## src/rtl/cachepool_boot_seq.sv

```systemverilog
// cachepool_boot_seq: writes the entry point to each enabled cluster, wakes the cores and collects EOC
module cachepool_boot_seq #(
   parameter int unsigned          NumClusters     = 1,
   parameter int unsigned          AddrWidth       = 48,
   parameter int unsigned          DataWidth       = 32,
   parameter logic [AddrWidth-1:0] PeriBase        = 48'h0000_5100_0000,
   parameter logic [AddrWidth-1:0] ClusterStride   = 48'h0000_0100_0000,
   parameter logic [AddrWidth-1:0] BootOffset      = 48'h0000_0000_0058,
   parameter int unsigned          WakePulseCycles = 1,
   parameter int unsigned          CntWidth        = 32
) (
   input  logic                   clk_i,
   input  logic                   rst_ni,
   input  logic                   start_i,
   input  logic [31:0]            entry_point_i,
   input  logic [NumClusters-1:0] cluster_mask_i,
   input  logic [CntWidth-1:0]    timeout_i,
   output logic                   q_valid_o,
   input  logic                   q_ready_i,
   output logic [AddrWidth-1:0]   q_addr_o,
   output logic [DataWidth-1:0]   q_data_o,
   output logic                   q_write_o,
   output logic [DataWidth/8-1:0] q_strb_o,
   input  logic                   p_valid_i,
   output logic                   p_ready_o,
   input  logic                   p_error_i,
   output logic [NumClusters-1:0] debug_req_o,
   input  logic [NumClusters-1:0] eoc_i,
   output logic                   busy_o,
   output logic                   done_o,
   output logic                   error_o,
   output logic                   timeout_o,
   output logic [NumClusters-1:0] eoc_seen_o,
   output logic [CntWidth-1:0]    cycles_o
);
   localparam int unsigned WakeW = $clog2(WakePulseCycles + 1);

   typedef enum logic [2:0] {IDLE, ISSUE, RESP, WAKE, WAIT_EOC, DONE} state_e;

   state_e                 state, state_next;
   logic [NumClusters-1:0] mask, remaining, lowest, eoc_seen, seen_next;
   logic [31:0]            entry;
   logic [CntWidth-1:0]    timeout, cycles;
   logic [WakeW-1:0]       wake_cnt;
   logic [AddrWidth-1:0]   idx;
   logic                   error, timed_out, start_ok, busy, all_seen, expired;

   assign start_ok   = start_i && (state == IDLE || state == DONE);
   assign busy       = state inside {ISSUE, RESP, WAKE, WAIT_EOC};
   assign lowest     = remaining & (~remaining + 1'b1);
   assign seen_next  = eoc_seen | (eoc_i & mask);
   assign all_seen   = (seen_next & mask) == mask;
   assign expired    = timeout != '0 && (cycles + 1'b1) == timeout;
   assign busy_o     = busy;
   assign done_o     = state == DONE;
   assign error_o    = error;
   assign timeout_o  = timed_out;
   assign eoc_seen_o = eoc_seen;
   assign cycles_o   = cycles;

   // index of the lowest cluster still waiting for its boot write
   always_comb begin
      idx = '0;
      for (int i = NumClusters - 1; i >= 0; i--)
         if (remaining[i]) idx = AddrWidth'(i);
   end

   // state register
   always_ff @(posedge clk_i) begin
      state <= !rst_ni ? IDLE : state_next;
   end

   // next-state and reqrsp / wake outputs; only state-held values reach the ports
   always_comb begin
      state_next  = state;
      q_valid_o   = 1'b0;
      q_addr_o    = '0;
      q_data_o    = '0;
      q_write_o   = 1'b0;
      q_strb_o    = '0;
      p_ready_o   = 1'b0;
      debug_req_o = '0;
      unique case (state)
         IDLE, DONE: if (start_i) state_next = (cluster_mask_i == '0) ? DONE : ISSUE;
         ISSUE: begin
            q_valid_o = 1'b1;
            q_addr_o  = PeriBase + idx * ClusterStride + BootOffset;
            q_data_o  = DataWidth'(entry);
            q_write_o = 1'b1;
            q_strb_o  = '1;
            if (q_ready_i) state_next = RESP;
         end
         RESP: begin
            p_ready_o = 1'b1;
            if (p_valid_i) state_next = p_error_i ? DONE : (remaining != '0 ? ISSUE : WAKE);
         end
         WAKE: begin
            debug_req_o = mask;
            if (wake_cnt == WakeW'(WakePulseCycles - 1)) state_next = WAIT_EOC;
         end
         WAIT_EOC: if (all_seen || expired) state_next = DONE;
         default: state_next = IDLE;
      endcase
   end

   // sampled configuration, remaining mask, sticky flags and counters
   always_ff @(posedge clk_i) begin
      if (!rst_ni) begin
         mask      <= '0;
         remaining <= '0;
         entry     <= '0;
         timeout   <= '0;
         eoc_seen  <= '0;
         cycles    <= '0;
         wake_cnt  <= '0;
         error     <= 1'b0;
         timed_out <= 1'b0;
      end else begin
         wake_cnt <= (state == WAKE) ? wake_cnt + 1'b1 : '0;
         if (start_ok) begin
            mask      <= cluster_mask_i;
            remaining <= cluster_mask_i;
            entry     <= entry_point_i;
            timeout   <= timeout_i;
            eoc_seen  <= '0;
            cycles    <= '0;
            error     <= 1'b0;
            timed_out <= 1'b0;
         end else begin
            if (busy) eoc_seen <= seen_next;
            if (state == ISSUE && q_ready_i) remaining <= remaining & ~lowest;
            if (state == RESP && p_valid_i && p_error_i) error <= 1'b1;
            if (state == WAIT_EOC && !(&cycles)) cycles <= cycles + 1'b1;
            if (state == WAIT_EOC && !all_seen && expired) timed_out <= 1'b1;
         end
      end
   end
endmodule

```

## config.mk

```make
export PLATFORM = sky130hd
export DESIGN_NAME = cachepool_boot_seq
export DESIGN_NICKNAME = d
export VERILOG_FILES = /design/src/rtl/cachepool_boot_seq.sv
export SDC_FILE = /design/constraint.sdc
export NUM_CORES = 1
export LEC_CHECK = 0
export ABC_AREA = 1
export ABC_CLOCK_PERIOD_IN_PS = 3300
export CAP_MARGIN = 20
export CELL_PAD_IN_SITES_DETAIL_PLACEMENT = 2
export CELL_PAD_IN_SITES_GLOBAL_PLACEMENT = 2
export CORE_MARGIN = 5
export CORE_UTILIZATION = 24
export CTS_CLUSTER_DIAMETER = 30
export CTS_CLUSTER_SIZE = 8
export DETAILED_ROUTE_END_ITERATION = 16
export GPL_ROUTABILITY_DRIVEN = 0
export PLACE_DENSITY_LB_ADDON = 0.25
export SETUP_SLACK_MARGIN = 0.4
export SYNTH_ARGS = -nofsm -noshare
export SYNTH_HDL_FRONTEND = slang
export SYNTH_SLANG_ARGS = --single-unit
```

## constraint.sdc

```tcl
create_clock -name clk_i -period 3.3 [get_ports clk_i]
set_clock_uncertainty 0.15 [all_clocks]
set_input_delay 0.66 -clock clk_i [delete_from_list [all_inputs] [get_ports clk_i]]
set_output_delay 0.66 -clock clk_i [all_outputs]
set_load 0.01 [all_outputs]
```

# Yosys cells after proc, flatten, opt, wreduce, memory -nomap -nowiden
# Cells that the tools add are included.
word_totals:
  regBits: 105
  latch_bits: 0
  mem_bits_rw: 0
  mem_bits_ro: 0
  output_inout_bits: 125
  n_memories: 0
op_classes:
  n_addsub: 3
  n_mul: 0
  div_mod_pow: 0
  n_lt_le_gt_ge: 0
  n_eq_ne: 12
  shifts: 0
  n_mux: 17
  bitwise: 8
  reduce_logical: 21
ops:
  columns: ["op", "count"]
  rows:
  - ["32-bit by 1-bit adder with 32-bit output, second input constant", 1]
  - ["32-bit == test", 1]
  - ["32-bit two-way mux", 1]
  - ["32-bit AND reduction", 1]
  - ["32-bit nonzero test", 1]
  - ["31-bit two-way mux", 1]
  - ["3-bit two-way mux", 7]
  - ["3-bit case mux with 5 select lines", 1]
  - ["2-bit != test, second input constant", 5]
  - ["1-bit logical AND", 8]
  - ["3-bit by 2-bit == test with 1-bit output, second input constant", 2]
  - ["3-bit == test, second input constant", 2]
  - ["1-bit two-way mux", 5]
  - ["5-bit AND reduction", 1]
  - ["1-bit bitwise AND", 4]
  - ["4-bit two-way mux", 1]
  - ["4-bit nonzero test", 1]
  - ["2-bit OR reduction", 2]
  - ["3-bit by 1-bit == test with 1-bit output, second input constant", 1]
  - ["3-bit zero test", 1]
  - ["1-bit NOT", 3]
  - ["1-bit adder, second input constant", 2]
  - ["1-bit zero test", 2]
  - ["1-bit logical OR", 2]
  - ["other kinds (5)", 5]

# Logic depth before layout (Yosys ltp)
depth:
  depth_word: 7
  ltp_mapped: 18

# Least setup slack after synthesis
# OpenSTA, ideal clock, no wires.
synth_timing:
  path_kind: "register to output"
  start: "reg state[1]"
  end: "out q_data_o[10]"
  t_arrival_ns: 1.833
  path_slack_ns: 0.657
  stages_incl_launch_ff: 7
  path_buffers: 1
  cell_sequence: "dfxtp_1 > inv_1 > nand2_1 > nor2_1 > clkinv_1 > clkbuf_1 > nor2_1"
synth_between:
  elab_chain_cells: 2
synth_rtl:
  columns: ["element", "line", "source"]
  rows:
  - ["start, declared", "40", "state_e state, state_next;"]
  - ["start signal, assigned", "70", "state <= !rst_ni ? IDLE : state_next;"]
  - ["3-bit by 1-bit == test with 1-bit output", "83", "unique case (state)"]
  - ["32-bit two-way mux", "83", null]
  - ["end, declared", "21", "output logic [DataWidth-1:0] q_data_o,"]
# No other way between the ends.

# Final worst setup path
layout_timing:
  start: "reg state[2]"
  end: "out busy_o"
layout_between:
  elab_chain_cells: 2
layout_rtl:
  columns: ["element", "line", "source"]
  rows:
  - ["3-bit by 1-bit == test with 1-bit output (tied with other cells)", "49", "assign busy = state inside {ISSUE, RESP, WAKE, WAIT_EOC};"]
  - ["4-bit nonzero test (*)", "49", null]
  - ["end, declared", "29", "output logic busy_o,"]
# Every way passes the cells marked *; elsewhere a longest branch is shown, timed or not.

==> results.py <==
metrics = {
    "clocking": {
        "clock_sinks": 105,
        "cts_buffers": 9,
        "h-tree-depth": 3,
        "cts_tree": "yes",
        "cts_hold_buffers": 0,
        "cts-root-buf": "clkbuf_16",
        "cts_buffer_depth": 2,
        "clkTransAtPathRegs_ps": 80,
        "worstSkewPairLatency_ps": 370,
    },
    "finish": {
        "final_core_utilization": 0.328,
        "multi_input_area_um2": 3270,
        "diodes": 0,
        "regArea_um2": 2120,
        "fin_nets": 1161,
        "drive_above_1_share": 0.0695,
        "syn_to_final_growth_pct": 34.6,
        "n_fill_cell": 3051,
    },
    "synth": {
        "synth.area.top_cells": "dfxtp_1 34%, nand2_1 12%, nor2_1 9.4%, inv_1 7.2%, buf_4 6.5%",
        "synthDominantCellAreaShare": 0.343,
        "synth_top_cell_by_area": "dfxtp_1",
        "synthArstFlopShare": 0,
        "ys_types": 35,
        "synth_edf_count": 0,
        "postSynthAreaPerCell_um2": 6.44,
        "ys_warn_count": 0,
        "postSynthCellCount": 952,
        "mappedNetlistArea_um2": 6130,
        "ys_seq_area_frac": 0.343,
        "synth_seq_cells": 105,
        "synth_ff_type": "dfxtp_1",
    },
    "die": {
        "io_pins": 197,
        "std_cell_rows": 58,
        "die_y_um": 170,
        "initial_utilization": 0.243,
        "dieArea_um2": 28800,
        "core_area_um2": 25200,
        "die_w_um": 170,
    },
    "grt": {
        "grt_pass1_vias": 6977,
        "gr-usage-all-layers": 0.167,
        "grt_max_degree": 45,
        "grt_antenna_before_repair": 0,
        "grt-ovfl-total": 0,
        "grt_pass1_wl_um": 37900,
    },
    "place": {
        "post-place-ws_ps": 326,
        "port-buffer-count": 154,
        "dp.final_hpwl_um": 19300,
    },
    "critical_path": {
        "r2r_setup_slack_ps": 600,
        "ff2ff_path_depth": 15,
        "required_ps": 2490,
        "reg2reg_from": "cycles_o[19]$_SDFFE_PP0P_",
        "setup.worst_path.end_class": "primary output",
        "worstReg2RegEnd": "state[0]$_SDFFE_PN0P_",
        "crit_arrival_ps": 2000,
        "startpoint_type": "flip-flop",
        "cp_max_fo": 5,
        "path_class": "flip-flop to primary output",
    },
    "timing": {
        "worst_slew_pin_slew_ps": 625,
        "fin_ws_ps": 490,
        "min_period_ps": 2810,
        "relSlewSlack": 0.572,
        "hold_viol": 0,
        "fmax_mhz": 356,
        "rsz0062_at_grt": "yes",
        "finalCritPeriodShare": 0.852,
        "finalMaxSlewViolations": 0,
        "setup-violations-final": 0,
        "fin_setup_tns_ps": 0,
    },
    "routing": {
        "viasPerCell": 4.57,
        "num_vias": 6498,
        "ant_nets": 0,
        "drt_pass1_iterations": 4,
        "drt_iter0_markers": 250,
        "routed_wl_um": 24300,
        "avgRoutedWirePerCell_um": 17.0,
        "route.detailed.drc": 0,
    },
    "worst_hold_path": {
        "whs_path_depth": 1,
        "hp-start": "wake_cnt$_SDFF_PN0_",
        "hold_end": "wake_cnt$_SDFF_PN0_",
        "holdCritPathClass": "flip-flop to flip-flop",
    },
    "power": {
        "netSwitchingFraction": 0.446,
        "powerDensity_nw_per_um2": 731,
        "p_leak_nw": 3.57,
        "vdd_ir_drop_max_uv": 383,
        "clkPwrFrac": 0.190,
        "switchingPower_mw": 2.69,
        "sequentialPowerShare": 0.335,
        "internal_power_mw": 3.34,
        "combPwrFrac": 0.475,
    },
    "run": {
        "cap_violations": 0,
    },
    "status": {
        "status": "completed",
    },
}
-- state kept, by name (all words and copies together), names as in the netlist --
signal and flops:
wake_cnt 1, eoc_seen_o 1, error_o 1, timeout_o 1, entry 32, cycles_o 32, remaining 1, timeout 32
state 3, mask 1
-- metrics by stage --
stage,instance area [um2],cells,hold slack [ps],total power [mW]
floorplan,6280,993,240,3.71
global placement,7840,1406,249,4.89
detailed placement,7840,1406,257,4.95
CTS,8150,1422,269,6.14
global route,8250,1423,295,6.54
finish,8250,1423,265,6.03
-- metal layers --
layer / track usage / up-vias / part of all wire
met3: 0.0510 / 17 / 0.082
met2: 0.273 / 168 / 0.46
li1: - / 3229 / -
met4: 0.0336 / 0 / 0.011
met1: 0.219 / 3084 / 0.45
met5: 0 / - / 0
-- area by class of cell --
class	count	share of cell area
inverters	121	0.0552
multi-input cells	682	0.396
flip-flops and latches	105	0.257
well taps	330	0.0501
clock inverters	7	0.00956
clock buffers	9	0.0273
repair buffers	169	0.205
-- power groups by stage --
stage	logic [mW]	clock network, mW	registers (mW)
6_report	2.87	1.14	2.02
3_5_place_dp	2.90	0	2.04
5_1_grt	3.22	1.24	2.08
3_3_place_gp	2.85	0	2.03
4_1_cts	2.92	1.20	2.02
2_1_floorplan	1.77	0	1.95
-- worst max-delay path by stage --
| stage | slack, ps | depth (start not counted) | startpoint | to |
|---|---|---|---|---|
| final | 490 | 7 | state[2]$_SDFFE_PN0P_ | busy_o |
| after global routing | 350 | 7 | state[0]$_SDFFE_PN0P_ | debug_req_o |
| after CTS | 400 | 7 | state[1]$_SDFFE_PN0P_ | q_data_o[13] |
| after floorplan | 660 | 6 | state[1]$_SDFFE_PN0P_ | q_data_o[10] |
| after detailed placement | 330 | 16 | cycles_o[0]$_SDFFE_PP0P_ | state[0]$_SDFFE_PN0P_ |
| after global placement | 400 | 16 | cycles_o[1]$_SDFFE_PP0P_ | state[2]$_SDFFE_PN0P_ |
-- synth_stat cells, types with 4 or more instances --
cell type	n
a211oi_1	30
a21oi_1	77
buf_4	53
clkbuf_1	29
dfxtp_1	105
inv_1	118
nand2_1	195
nand2_2	7
nand3_1	61
nand4_1	8
nor2_1	153
nor2_2	5
nor2_4	4
o21ai_0	71
-- repair_timing --
| action | in CTS | in global routing |
|---|---|---|
| setup buffers | 0 | 1 |
| pin swaps | 0 | 4 |
| endpoints found under the hold margin | 0 | 0 |
| gates resized for setup | 28 | 33 |
| endpoints found under the setup margin | 37 | 22 |
-- cells by family after synthesis --
kind of cell    share of synthesized area
fa+ha+maj                         0.00204
xor+xnor                           0.0153
buf+inv                             0.159
compound gates                      0.168
other cells                      0.000612
flops                               0.343
simple gates                        0.312
-- worst max-delay path: stages, from the launching register on --
cell	delay, ps
dfxtp_2	390
inv_1	80
nor2_1	160
inv_1	100
nor2_4	140
inv_1	80
nand4_1	120
clkdlybuf4s50_1	560
-- placed cells by master (no fill, tap or decap), types with 30 or more instances in the layout --
cell and count:
a21oi_1 77, dfxtp_1 96, nand2_1 193, a211oi_1 30, nand3_1 61, inv_1 117
conb_1 42, nor2_1 146, o21ai_0 71, clkdlybuf4s50_1 121
(Power assumes the default switching activity.)
